**src/rtl/tt_um_priority_event_fifo_if.sv**
```systemverilog
// Pin bundle between the encoder/host side and the event FIFO.
// The master drives inputs; the slave (FIFO) drives outputs.
interface tt_um_priority_event_fifo_if;
  logic       ena;
  logic [7:0] ui_in;
  logic [7:0] uio_in;
  logic [7:0] uo_out;
  logic [7:0] uio_out;
  logic [7:0] uio_oe;

  modport master (
    output ena,
    output ui_in,
    output uio_in,
    input  uo_out,
    input  uio_out,
    input  uio_oe
  );

  modport slave (
    input  ena,
    input  ui_in,
    input  uio_in,
    output uo_out,
    output uio_out,
    output uio_oe
  );
endinterface

```
**src/rtl/tt_um_priority_event_fifo.sv**
```systemverilog
// Priority-change event FIFO: queues each new winning encoder index
// and lets the host drain the history with a synchronised pop strobe.
module tt_um_priority_event_fifo #(
  parameter int         DEPTH     = 8,
  parameter logic [7:0] IDLE_CODE = 8'hF0
) (
  input logic                       clk,
  input logic                       rst_n,
  tt_um_priority_event_fifo_if.slave bus
);

  localparam int         PW       = $clog2(DEPTH);
  localparam logic [3:0] FULL_CNT = 4'(DEPTH);

  logic [7:0]    code_q;
  logic [7:0]    code_prev;
  logic [1:0]    sync1;
  logic [1:0]    sync2;
  logic [1:0]    sync3;
  logic [3:0]    mem [DEPTH];
  logic [PW-1:0] rd_ptr;
  logic [PW-1:0] wr_ptr;
  logic [3:0]    count;
  logic          ovf;
  logic          unf;
  logic          bad;

  logic       valid;
  logic       push_req;
  logic       bad_now;
  logic       pop_req;
  logic       clr_req;
  logic       is_full;
  logic       is_empty;
  logic       do_push;
  logic       do_pop;
  logic [3:0] head;
  logic       unused_pins;

  assign valid    = code_q[7:4] == 4'h0;
  assign push_req = valid && (code_q != code_prev);
  assign bad_now  = !valid && (code_q != IDLE_CODE);
  assign pop_req  = sync2[0] & ~sync3[0];
  assign clr_req  = sync2[1] & ~sync3[1];
  assign is_full  = count == FULL_CNT;
  assign is_empty = count == 4'd0;
  // When full, a concurrent pop frees the slot the push lands in.
  assign do_push  = push_req && (!is_full || pop_req);
  assign do_pop   = pop_req && !is_empty;

  // Sample the encoder code and synchronise the host strobes.
  always_ff @(posedge clk or negedge rst_n) begin
    if (!rst_n) begin
      code_q    <= IDLE_CODE;
      code_prev <= IDLE_CODE;
      sync1     <= 2'b00;
      sync2     <= 2'b00;
      sync3     <= 2'b00;
    end else begin
      code_q    <= bus.ui_in;
      code_prev <= clr_req ? IDLE_CODE : code_q;
      sync1     <= bus.uio_in[1:0];
      sync2     <= sync1;
      sync3     <= sync2;
    end
  end

  // FIFO storage, pointers, occupancy and sticky status flags.
  always_ff @(posedge clk or negedge rst_n) begin
    if (!rst_n) begin
      for (int i = 0; i < DEPTH; i++) mem[i] <= 4'h0;
      rd_ptr <= '0;
      wr_ptr <= '0;
      count  <= 4'd0;
      ovf    <= 1'b0;
      unf    <= 1'b0;
      bad    <= 1'b0;
    end else if (clr_req) begin
      rd_ptr <= '0;
      wr_ptr <= '0;
      count  <= 4'd0;
      ovf    <= 1'b0;
      unf    <= 1'b0;
      bad    <= 1'b0;
    end else begin
      if (do_push) begin
        mem[wr_ptr] <= code_q[3:0];
        wr_ptr      <= wr_ptr + PW'(1);
      end
      if (do_pop) rd_ptr <= rd_ptr + PW'(1);
      if (do_push && !do_pop) count <= count + 4'd1;
      else if (do_pop && !do_push) count <= count - 4'd1;
      if (push_req && is_full && !pop_req) ovf <= 1'b1;
      if (pop_req && is_empty) unf <= 1'b1;
      if (bad_now) bad <= 1'b1;
    end
  end

  assign head = is_empty ? 4'h0 : mem[rd_ptr];

  assign bus.uo_out  = {bad, ovf, is_full, !is_empty, head};
  assign bus.uio_out = {1'b0, count, unf, 2'b00};
  assign bus.uio_oe  = 8'hFC;

  assign unused_pins = &{1'b0, bus.ena, bus.uio_in[7:2]};

endmodule

```
**src/flat_wrapper.sv**
```systemverilog
// flat-port wrapper written by rule: the top's interface ports become plain ports
module tt_um_priority_event_fifo_flat 
#(
  parameter int         DEPTH     = 8,
  parameter logic [7:0] IDLE_CODE = 8'hF0
)
  (clk, rst_n, bus_ena, bus_ui_in, bus_uio_in, bus_uo_out, bus_uio_out, bus_uio_oe);
  tt_um_priority_event_fifo_if bus_i ();
  input logic clk;
  input logic rst_n;
  input wire logic [$bits(bus_i.ena)-1:0] bus_ena;
  input wire logic [$bits(bus_i.ui_in)-1:0] bus_ui_in;
  input wire logic [$bits(bus_i.uio_in)-1:0] bus_uio_in;
  output wire logic [$bits(bus_i.uo_out)-1:0] bus_uo_out;
  output wire logic [$bits(bus_i.uio_out)-1:0] bus_uio_out;
  output wire logic [$bits(bus_i.uio_oe)-1:0] bus_uio_oe;
  assign bus_i.ena = bus_ena;
  assign bus_i.ui_in = bus_ui_in;
  assign bus_i.uio_in = bus_uio_in;
  assign bus_uo_out = bus_i.uo_out;
  assign bus_uio_out = bus_i.uio_out;
  assign bus_uio_oe = bus_i.uio_oe;
  tt_um_priority_event_fifo #(.DEPTH(DEPTH), .IDLE_CODE(IDLE_CODE)) u_core (.clk(clk), .rst_n(rst_n), .bus(bus_i));
endmodule
```
**config.mk**
```make
export PLATFORM = sky130hd
export DESIGN_NAME = tt_um_priority_event_fifo_flat
export DESIGN_NICKNAME = d
export VERILOG_FILES = /design/src/rtl/tt_um_priority_event_fifo_if.sv /design/src/rtl/tt_um_priority_event_fifo.sv /design/src/flat_wrapper.sv
export SDC_FILE = /design/constraint.sdc
export NUM_CORES = 1
export LEC_CHECK = 0
export CAP_MARGIN = 20
export CORE_MARGIN = 2
export CORE_UTILIZATION = 54
export DETAILED_ROUTE_END_ITERATION = 8
export GPL_ROUTABILITY_DRIVEN = 0
export PLACE_DENSITY = 0.79
export SLEW_MARGIN = 20
export SYNTH_ARGS = -nofsm -noshare
export SYNTH_HDL_FRONTEND = slang
export SYNTH_SLANG_ARGS = --single-unit
```
**constraint.sdc**
```tcl
create_clock -name clk -period 4 [get_ports clk]
set_clock_uncertainty 0.2 [all_clocks]
set_input_delay 1 -clock clk [delete_from_list [all_inputs] [get_ports clk]]
set_output_delay 1 -clock clk [all_outputs]
set_load 0.01 [all_outputs]
```
==> flow_summary.toml <==
[synthesis]
synth.area.top_cells = "sky130_fd_sc_hd__dfrtp_1 (47%), sky130_fd_sc_hd__mux2_2 (8.5%), sky130_fd_sc_hd__dfstp_2 (6.6%), sky130_fd_sc_hd__mux4_2 (5.7%), sky130_fd_sc_hd__buf_4 (3.6%)"
synthMostInstantiatedCell = "sky130_fd_sc_hd__dfrtp_1"
netlist_area_sq_um = 3170
synth_sequential_area_ratio = 0.533
synth.top_cells.by_count = "sky130_fd_sc_hd__dfrtp_1 (59), sky130_fd_sc_hd__mux2_2 (24), sky130_fd_sc_hd__nor2_1 (19)"
synth.yosys.warnings = 0
synth-seq-cells = 67
async_reset_ff_frac = 1.00
synth_top_area_frac = 0.466
ys_types = 45
synthFlopType = "sky130_fd_sc_hd__dfrtp_1"
synth_area_per_cell_sq_um = 13.1
synth_edf_count = 0
synth_area_leader = "sky130_fd_sc_hd__dfrtp_1"
synthCells = 241

[worst_setup_path]
crit_chain = "mux4_2, mux2i_1, nor2_1, clkdlybuf4s50_1"
cp_data_required_time_ps = 2800
worst-endpoint-arrival_ps = 2370
timing.setup.critical_path_class = "reg2out"
rr_worst_depth = 11
worst_r2r_startpoint = "u_core.count[1]"
r2r-end = "u_core.count[3]"
reg2reg_setup_slack_ps = 810
worstSetupStartpointType = "flop"
critical_path.max_stage_delay_ps = 740
critPathCaptureType = "output pin"
critical_path.max_fanout = 10
crit_path_top_delay_cell = "sky130_fd_sc_hd__dfrtp_1"

[finish]
multiInputGateArea_sq_um = 1320
num_antenna_cells = 0
ff_latch_area_sq_um = 1690
layout-drive-gt1-share = 0.275
fill_cells = 432
final_net_count = 285
final_util = 0.649
areaGrowthSynthToFinish_pct = 14.2

[clocking]
cts.htree.levels = 3
post-cts-setup-buffers = 0
clock_sink_total = 67
tritoncts.num_buffers = 9
cts_resized = 0
clockBufferDepth = 2
cts_tree = "done"
clock_latency_late_sink_ps = 350
post_cts_hold_buffer_count = 0
clk_pin_slew_ps = 70
cts.root.buffer_cell = "sky130_fd_sc_hd__clkbuf_8"

[flow_run]
max_cap_violations = 0

[routing]
drt_iter0_markers = 52
drt-vias-per-instance = 5.47
met2RoutedLength_mm = 2.61
routed.top_layer = "met4"
detail_route.wl_per_cell_microns = 16.2
route.met3.wl_microns = 244
drtAntennaViolNets = 0
remaining_drc_errors = 0
m1WireLength_mm = 2.56
detailedRoute.firstPassIterationCount = 4
vias = 1845
finalWirelength_mm = 5.47

[die]
die_w_microns = 80.6
placementRows = 27
core_area_sq_um = 5570
die_y_microns = 80.6
floorplan.die_area_sq_um = 6490
top_level_ports = 43
initial_core_util = 0.568

[place]
place.port_buffers = 24
place.detailed.hpwl_mm = 3.69

[timing]
tightest_slew_ps = 745
hold_viol_final = 0
slew-limit-headroom = 0.503
post-route-min-period_ps = 3570
timing.final.max_slew_violations = 0
report.final.setup_viol = 0
fin_setup_tns_ps = 0
grt_setup_unrepaired = "no"
max_freq_mhz = 280
final.period_utilization = 0.892

[grt]
grt_pass1_wl_mm = 9.46
grt_overflow = 0
grtUsageTotal = 0.199
grt_max_degree = 37
grt_pass1_vias = 1885
antenna_violations_before_repair = 0

[pwr]
net-switching-power_w = 0.000591
finalPower_w = 0.00204
seq_power_share = 0.424
power.internal_w = 0.00145
swShare = 0.290
maximum_vdd_drop_mv = 0.401
cellLeakagePower_nw = 1.61
power_per_cell_area_nw_per_um2 = 563
pwr-share-clk = 0.312
power_frac_comb = 0.265

[status]
status = "complete, no violations"

[min_path]
holdCritStartpoint = "u_core.sync1[0]"
worstHoldPathCells = 0
min-delay-path-class = "reg2reg"
worst_hold_endpoint = "u_core.sync2[0]"
## stage by stage
stage | setup slack [ps] | cells | cell area, sq um | hold WS [ps]
after floorplan | 949 | 250 | 3200 | 131
after global placement | 799 | 321 | 3390 | 133
after detailed placement | 750 | 321 | 3390 | 136
after CTS | 366 | 337 | 3620 | 153
after global routing | 283 | 337 | 3620 | 160
final | 433 | 337 | 3620 | 150
## worst max path at each step
stage / slack [ps] / endpoint / from / cells after the start
2_1_floorplan: 950 / u_core.count[3] / u_core.count[1] / 11
3_3_place_gp: 800 / bus_uo_out[1] / u_core.rd_ptr[0] / 4
3_5_place_dp: 750 / bus_uo_out[3] / u_core.rd_ptr[0] / 4
4_1_cts: 370 / bus_uo_out[3] / u_core.rd_ptr[0] / 4
5_1_grt: 280 / bus_uo_out[2] / u_core.rd_ptr[0] / 4
6_report: 430 / bus_uo_out[3] / u_core.rd_ptr[0] / 4
## area by class of cell
type,count,share of cell area
multi-input combinational,149,0.365
tap,72,0.0249
clock inverter,4,0.0201
timing repair buffer,27,0.0747
sequential,67,0.466
clock buffer,12,0.0429
inverter,6,0.00623
## sequential cells by signal, summed over array words and instances (netlist names)
register,cells
u_core.unf,1
u_core.mem,32
u_core.sync2,2
u_core.sync1,2
u_core.count,4
u_core.sync3,2
u_core.bad,1
u_core.code_prev,8
u_core.rd_ptr,3
u_core.ovf,1
u_core.code_q,8
u_core.wr_ptr,3
## power by group through the flow
stage                     logic [W]  clock network, W  registers (W)
after global placement     0.000522                 0       0.000866
after global routing       0.000594          0.000680       0.000876
after CTS                  0.000547          0.000651       0.000863
after detailed placement   0.000540                 0       0.000874
after floorplan            0.000366                 0       0.000821
final                      0.000538          0.000635       0.000862
## placed cells by master, fill, tap and decap left out, drive strengths merged, types with 4 or more instances in the layout
| cell | netlist | layout |
|---|---|---|
| conb | 2 | 11 |
| nand4 | 4 | 4 |
| o21ai | 4 | 4 |
| and2 | 4 | 4 |
| mux2i | 6 | 6 |
| nor2 | 19 | 19 |
| ha | 5 | 5 |
| xnor2 | 10 | 10 |
| nand2b | 6 | 6 |
| mux4 | 8 | 8 |
| dfstp | 8 | 8 |
| a21oi | 7 | 7 |
| buf | 19 | 4 |
| clkdlybuf4s50 | 0 | 23 |
| nor4 | 5 | 5 |
| dfrtp | 59 | 59 |
| clkbuf | 9 | 12 |
| inv | 6 | 6 |
| mux2 | 32 | 32 |
## critical path: cells and delay by family, from the launching register on
kind | cells | cell delay (ps)
DFF | 1 | 740
and+or+nand+nor | 1 | 50
buffers and inverters | 1 | 470
muxes | 2 | 760
## per-layer routing
| metal | up-vias | GRT usage |
|---|---|---|
| met1 | 947 | 0.268 |
| li1 | 845 | - |
| met2 | 43 | 0.309 |
| met3 | 10 | 0.0607 |
| met5 | - | 0 |
| met4 | 0 | 0.0661 |
## logic make-up after synthesis
group | Yosys count | share of synthesized area
AO/OA/AOI/OAI | 14 | 0.0257
XOR/XNOR | 13 | 0.0360
adder cells (fa/ha/maj) | 6 | 0.0261
buffers and inverters | 34 | 0.0613
flip-flops | 67 | 0.533
multiplexers | 46 | 0.197
other | 2 | 0.00237
AND/OR/NAND/NOR | 59 | 0.119
No activity file was read; power rests on OpenSTA's default activity.
